[config.mk]
export PLATFORM = sky130hd
export DESIGN_NAME = cla_nibble_serial_adder
export DESIGN_NICKNAME = d
export VERILOG_FILES = /design/src/rtl/cla_nibble_serial_adder.sv
export SDC_FILE = /design/constraint.sdc
export NUM_CORES = 1
export LEC_CHECK = 0
export ABC_CLOCK_PERIOD_IN_PS = 1800
export CAP_MARGIN = 15
export CORE_AREA = 2 2 73 82
export CTS_CLUSTER_SIZE = 14
export DETAILED_ROUTE_END_ITERATION = 8
export DIE_AREA = 0 0 75 84
export PLACE_DENSITY = 0.82
export SETUP_SLACK_MARGIN = 0.15
export SKIP_CTS_REPAIR_TIMING = 1
export SYNTH_ARGS = -nofsm -noshare
export SYNTH_HDL_FRONTEND = slang
export SYNTH_SLANG_ARGS = --single-unit
[constraint.sdc]
create_clock -name clk -period 1.8 [get_ports clk]
set_input_delay 0.18 -clock clk [delete_from_list [all_inputs] [get_ports clk]]
set_output_delay 0.18 -clock clk [all_outputs]
set_load 0.1 [all_outputs]
[src/rtl/cla_nibble_serial_adder.sv]
// Nibble-serial WIDTH-bit adder around one 4-bit carry-lookahead slice.
// Optional signed-overflow flag port: define CLA_OVF_FLAG_EN.

module four_bit_carry_lookahead_adder (
  input  logic [3:0] a,
  input  logic [3:0] b,
  input  logic       cin,
  output logic [3:0] s,
  output logic       cout
);

  logic [3:0] g;
  logic [3:0] p;
  logic [3:0] c;

  assign g = a & b;
  assign p = a ^ b;

  always_comb begin
    c[0] = cin;
    c[1] = g[0]
         | (p[0] & cin);
    c[2] = g[1]
         | (p[1] & g[0])
         | (p[1] & p[0] & cin);
    c[3] = g[2]
         | (p[2] & g[1])
         | (p[2] & p[1] & g[0])
         | (p[2] & p[1] & p[0] & cin);
    cout = g[3]
         | (p[3] & g[2])
         | (p[3] & p[2] & g[1])
         | (p[3] & p[2] & p[1] & g[0])
         | (p[3] & p[2] & p[1] & p[0] & cin);
  end

  assign s = p ^ c;

endmodule

module cla_nibble_serial_adder #(
  parameter int WIDTH = 16
) (
  input  logic             clk,
  input  logic             rst_n,
  input  logic             in_valid,
  output logic             in_ready,
  input  logic [WIDTH-1:0] a,
  input  logic [WIDTH-1:0] b,
  input  logic             cin,
  output logic             out_valid,
  input  logic             out_ready,
  output logic [WIDTH-1:0] sum,
  output logic             cout,
`ifdef CLA_OVF_FLAG_EN
  output logic             ovf,
`endif
  output logic             busy
);

  localparam int NIBBLES = WIDTH / 4;
  localparam int CW = (NIBBLES > 1) ? $clog2(NIBBLES) : 1;

  typedef enum logic [1:0] {
    IDLE = 2'd0,
    ADD  = 2'd1,
    DONE = 2'd2
  } state_t;

  state_t state_q;
  state_t state_d;

  logic [CW-1:0]    cnt_q;
  logic             carry_q;
  logic [WIDTH-1:0] a_q;
  logic [WIDTH-1:0] b_q;

  logic       accept;
  logic       step;
  logic       last;
  logic [3:0] sl_s;
  logic       sl_cout;

  assign last = (cnt_q == CW'(NIBBLES - 1));

  // Operand regs shift right each pass, so the active nibble is always [3:0]
  four_bit_carry_lookahead_adder u_slice (
    .a    (a_q[3:0]),
    .b    (b_q[3:0]),
    .cin  (carry_q),
    .s    (sl_s),
    .cout (sl_cout)
  );

  always_ff @(posedge clk or negedge rst_n) begin
    if (!rst_n) begin
      state_q <= IDLE;
    end else begin
      state_q <= state_d;
    end
  end

  always_comb begin
    state_d = state_q;
    unique case (state_q)
      IDLE: if (in_valid) state_d = ADD;
      ADD:  if (last) state_d = DONE;
      DONE: if (out_ready) state_d = IDLE;
      default: state_d = IDLE;
    endcase
  end

  always_comb begin
    in_ready  = 1'b0;
    out_valid = 1'b0;
    busy      = 1'b0;
    accept    = 1'b0;
    step      = 1'b0;
    unique case (state_q)
      IDLE: begin
        in_ready = 1'b1;
        accept   = in_valid;
      end
      ADD: begin
        busy = 1'b1;
        step = 1'b1;
      end
      DONE: begin
        busy      = 1'b1;
        out_valid = 1'b1;
      end
      default: ;
    endcase
  end

  always_ff @(posedge clk or negedge rst_n) begin
    if (!rst_n) begin
      cnt_q   <= '0;
      carry_q <= 1'b0;
      a_q     <= '0;
      b_q     <= '0;
      sum     <= '0;
      cout    <= 1'b0;
    end else begin
      unique case (1'b1)
        accept: begin
          a_q     <= a;
          b_q     <= b;
          carry_q <= cin;
          cnt_q   <= '0;
        end
        step: begin
          a_q     <= a_q >> 4;
          b_q     <= b_q >> 4;
          carry_q <= sl_cout;
          for (int k = 0; k < NIBBLES; k++) begin
            if (cnt_q == CW'(k)) sum[4*k +: 4] <= sl_s;
          end
          if (last) begin
            cout  <= sl_cout;
            cnt_q <= '0;
          end else begin
            cnt_q <= cnt_q + CW'(1);
          end
        end
        default: ;
      endcase
    end
  end

`ifdef CLA_OVF_FLAG_EN
  // On the final pass a_q[3]/b_q[3] are the operand sign bits
  always_ff @(posedge clk or negedge rst_n) begin
    if (!rst_n) begin
      ovf <= 1'b0;
    end else if (step && last) begin
      ovf <= (a_q[3] == b_q[3]) && (sl_s[3] != a_q[3]);
    end
  end
`endif

endmodule

==> impl_results.md <==
- Share of the cycle needed by the critical path after routing: 88.9%
- Worst EP arrival: 1840 ps
- Reg2reg end: sum[3]
- Setup slack, reg-to-reg: 200 ps
- Max Cap Viol: 0
- Crit path max fanout: 4
- Worst Clk Skew: 4.07 ps
- CTS Buf Count: 5
- Post-synth EDFFs: 0
- Critical Path, Cell by Cell: ha_4 -> a211oi_4 -> buf_4 -> or4_1 -> nand3_1
- Die ar.: between 0.006 and 0.007 sq mm
- Ys async rst share: 100%
- Antenna violations before repair: 0
- Clock sinks: 54
- Worst rel slew slack: 65.1%
- Post-DP HPWL: 4020 um
- 1st-iter DRT viols: 62
- Measured slew at the worst slew-check pin: 523 ps
- Setup_tns: 0 ps
- Highest-count cells in the layout ignoring fill and taps: 57 x nand2_1, 53 x dfrtp_1, 35 x clkdlybuf4s50_1
- Sequential share of the synthesized area: 50.3%
- Synth Flop Type: dfrtp_1
- Area of the multi-input gates: 0.00128 sq mm
- Mapped Cells: between 200 and 300
- CP Class: flip-flop to flip-flop
- RSZ-0062 raised after global routing: no
- Slowest-stage cell, CP: or4_1
- Starting Density: 48.3%
- Synth-to-layout area growth: 32.9%
- DRC errors left: 0
- Max Freq: 625 MHz
- Worst hold path type: input port to asynchronous set/reset pin
- Vias in the first global route: roughly 2000
- Die height: 84 um
- Die span in x: 75 um
- Nets: between 300 and 400
- Routed len/inst: 13.5 um
- R2R depth: 5
- Syn_area_per_cell: ~10 sq um
- CTS max path bufs: 2
- PortBufs: between 50 and 60
- CTS tree: built
- Largest net degree at the start of global routing: between 50 and 60
- Max-slew violation count: 0
- Worst R2R Start: a_q[0]
- GR Util All Layers: 18.7%
- Cell Area, Synth: 0.00268 sq mm
- Root buffer cell: clkbuf_8
- Vias: 2098
- Routability cong.: about 0.79
- Final Hold Fails: 0
- Synthesized flop and latch total: 54
- Share of layout cells above drive strength 1: 20.2%
- Num ports: 57
- CORE AREA: 0.00555 sq mm
- Tmin final: 1600 ps
- Count of cell types in the netlist: 35
- Length of the first detailed-routing pass in iterations: 4
- Routed WL: about 5500 um
- Syn nets: 308
- First-pass GRT wire length: 9200 um
- Worst setup EP type: flip-flop
- Crit path largest cell delay: ~500 ps
- Grt total ovfl: 0
- Synth top area share: 50.3%
- Layout filler cell count: ~470
- # H-tree levels: 2
- Biggest area consumer among synthesized cells: dfrtp_1
- Most common cell after layout, fill and taps aside: nand2_1
- Register area: 0.00135 sq mm
- # rows: 29
- Antenna cells: 0
- Final setup fails: 0
- Outcome: finished clean
- Post-DR vias/cell: 5.19
- Worst-skew pair later-pin latency: 300 ps
- WP data required: 2040 ps
- Yosys warns: 0
- Clk pin slew, worst setup/hold paths: roughly 90 ps
- Startpoint Class: flip-flop
- Top cells by area, synth: dfrtp_1 50%, mux2i_1 11%, nand2_1 8.0%, o21ai_0 6.2%, ha_1 6.1%
- Post-route ant nets: 0
[final cells by class]
type,count,area share [%]
Multi-Input combinational cell,181,35.8
Inverter,10,1.05
Sequential cell,54,37.9
Clock buffer,7,2.42
Clock inverter,1,0.246
Tap cell,77,2.70
Timing Repair Buffer,74,19.9
[worst max path at each step]
stage,start,endpoint,slack (ps)
3_5_place_dp,state_q[1],a_q[10],100
5_1_grt,a_q[0],sum[3],150
2_1_floorplan,state_q[1],a_q[11],120
3_3_place_gp,state_q[1],a_q[1],180
6_report,a_q[0],sum[3],200
4_1_cts,state_q[1],a_q[10],90
[metrics by stage]
stage	instance area [sq um]	hold slack, ps	std cells	utilization [%]	setup slack [ps]
after floorplan	2710	-116	257	-	121
after global placement	3360	179	389	60.6	176
after detailed placement	3360	178	389	60.6	99.5
after CTS	3460	-161	397	62.3	86.1
after global routing	3570	403	404	64.3	145
final	3570	369	404	64.3	201
[logic make-up after synthesis]
group	count (synthesis)	synth area share, %
and+or+nand+nor	75	12.5
AOI/OAI and AO/OA	60	13.8
DFF	54	50.3
muxes	31	11.7
buffers and inverters	22	4.48
adders and majority gates	14	6.81
xor gates and xnor gates	1	0.326
[synth_stat cells (2+ instances only)]
| master | count |
|---|---|
| clkbuf_1 | 5 |
| inv_1 | 10 |
| o31ai_1 | 5 |
| nand2_1 | 57 |
| o21ai_0 | 33 |
| nand2_2 | 2 |
| mux2i_1 | 29 |
| buf_4 | 2 |
| buf_6 | 3 |
| dfrtp_1 | 54 |
| ha_1 | 13 |
| mux2_2 | 2 |
| o2111ai_1 | 4 |
| or4_1 | 4 |
| nand3_1 | 5 |
| nand2_4 | 2 |
| a21oi_1 | 9 |
[per-layer routing]
layer  global-route usage, %  share of wire, %  wire (um)
met3                    3.38               4.8        263
met4                    4.87               1.4         74
met5                       0                 0          0
met2                    31.1                51       2780
met1                    24.7                43       2350
[worst max-delay path: cells and delay by family (launching register included)]
kind                     cells  cell delay [ps]
AO/OA/AOI/OAI                1               70
flip-flops                   1              430
AND/OR/NAND/NOR              2              590
buffers and inverters        1              150
adder cells (fa/ha/maj)      1              300
[registers in the layout, indices dropped and copies added, names as in the netlist]
signal / count
a_q: 16
b_q: 16
sum: 16
cnt_q: 2
state_q: 2
carry_q: 1
cout: 1
Power is not shown: default switching activity piles up to over one toggle a cycle in this logic, so the estimate is an artifact.
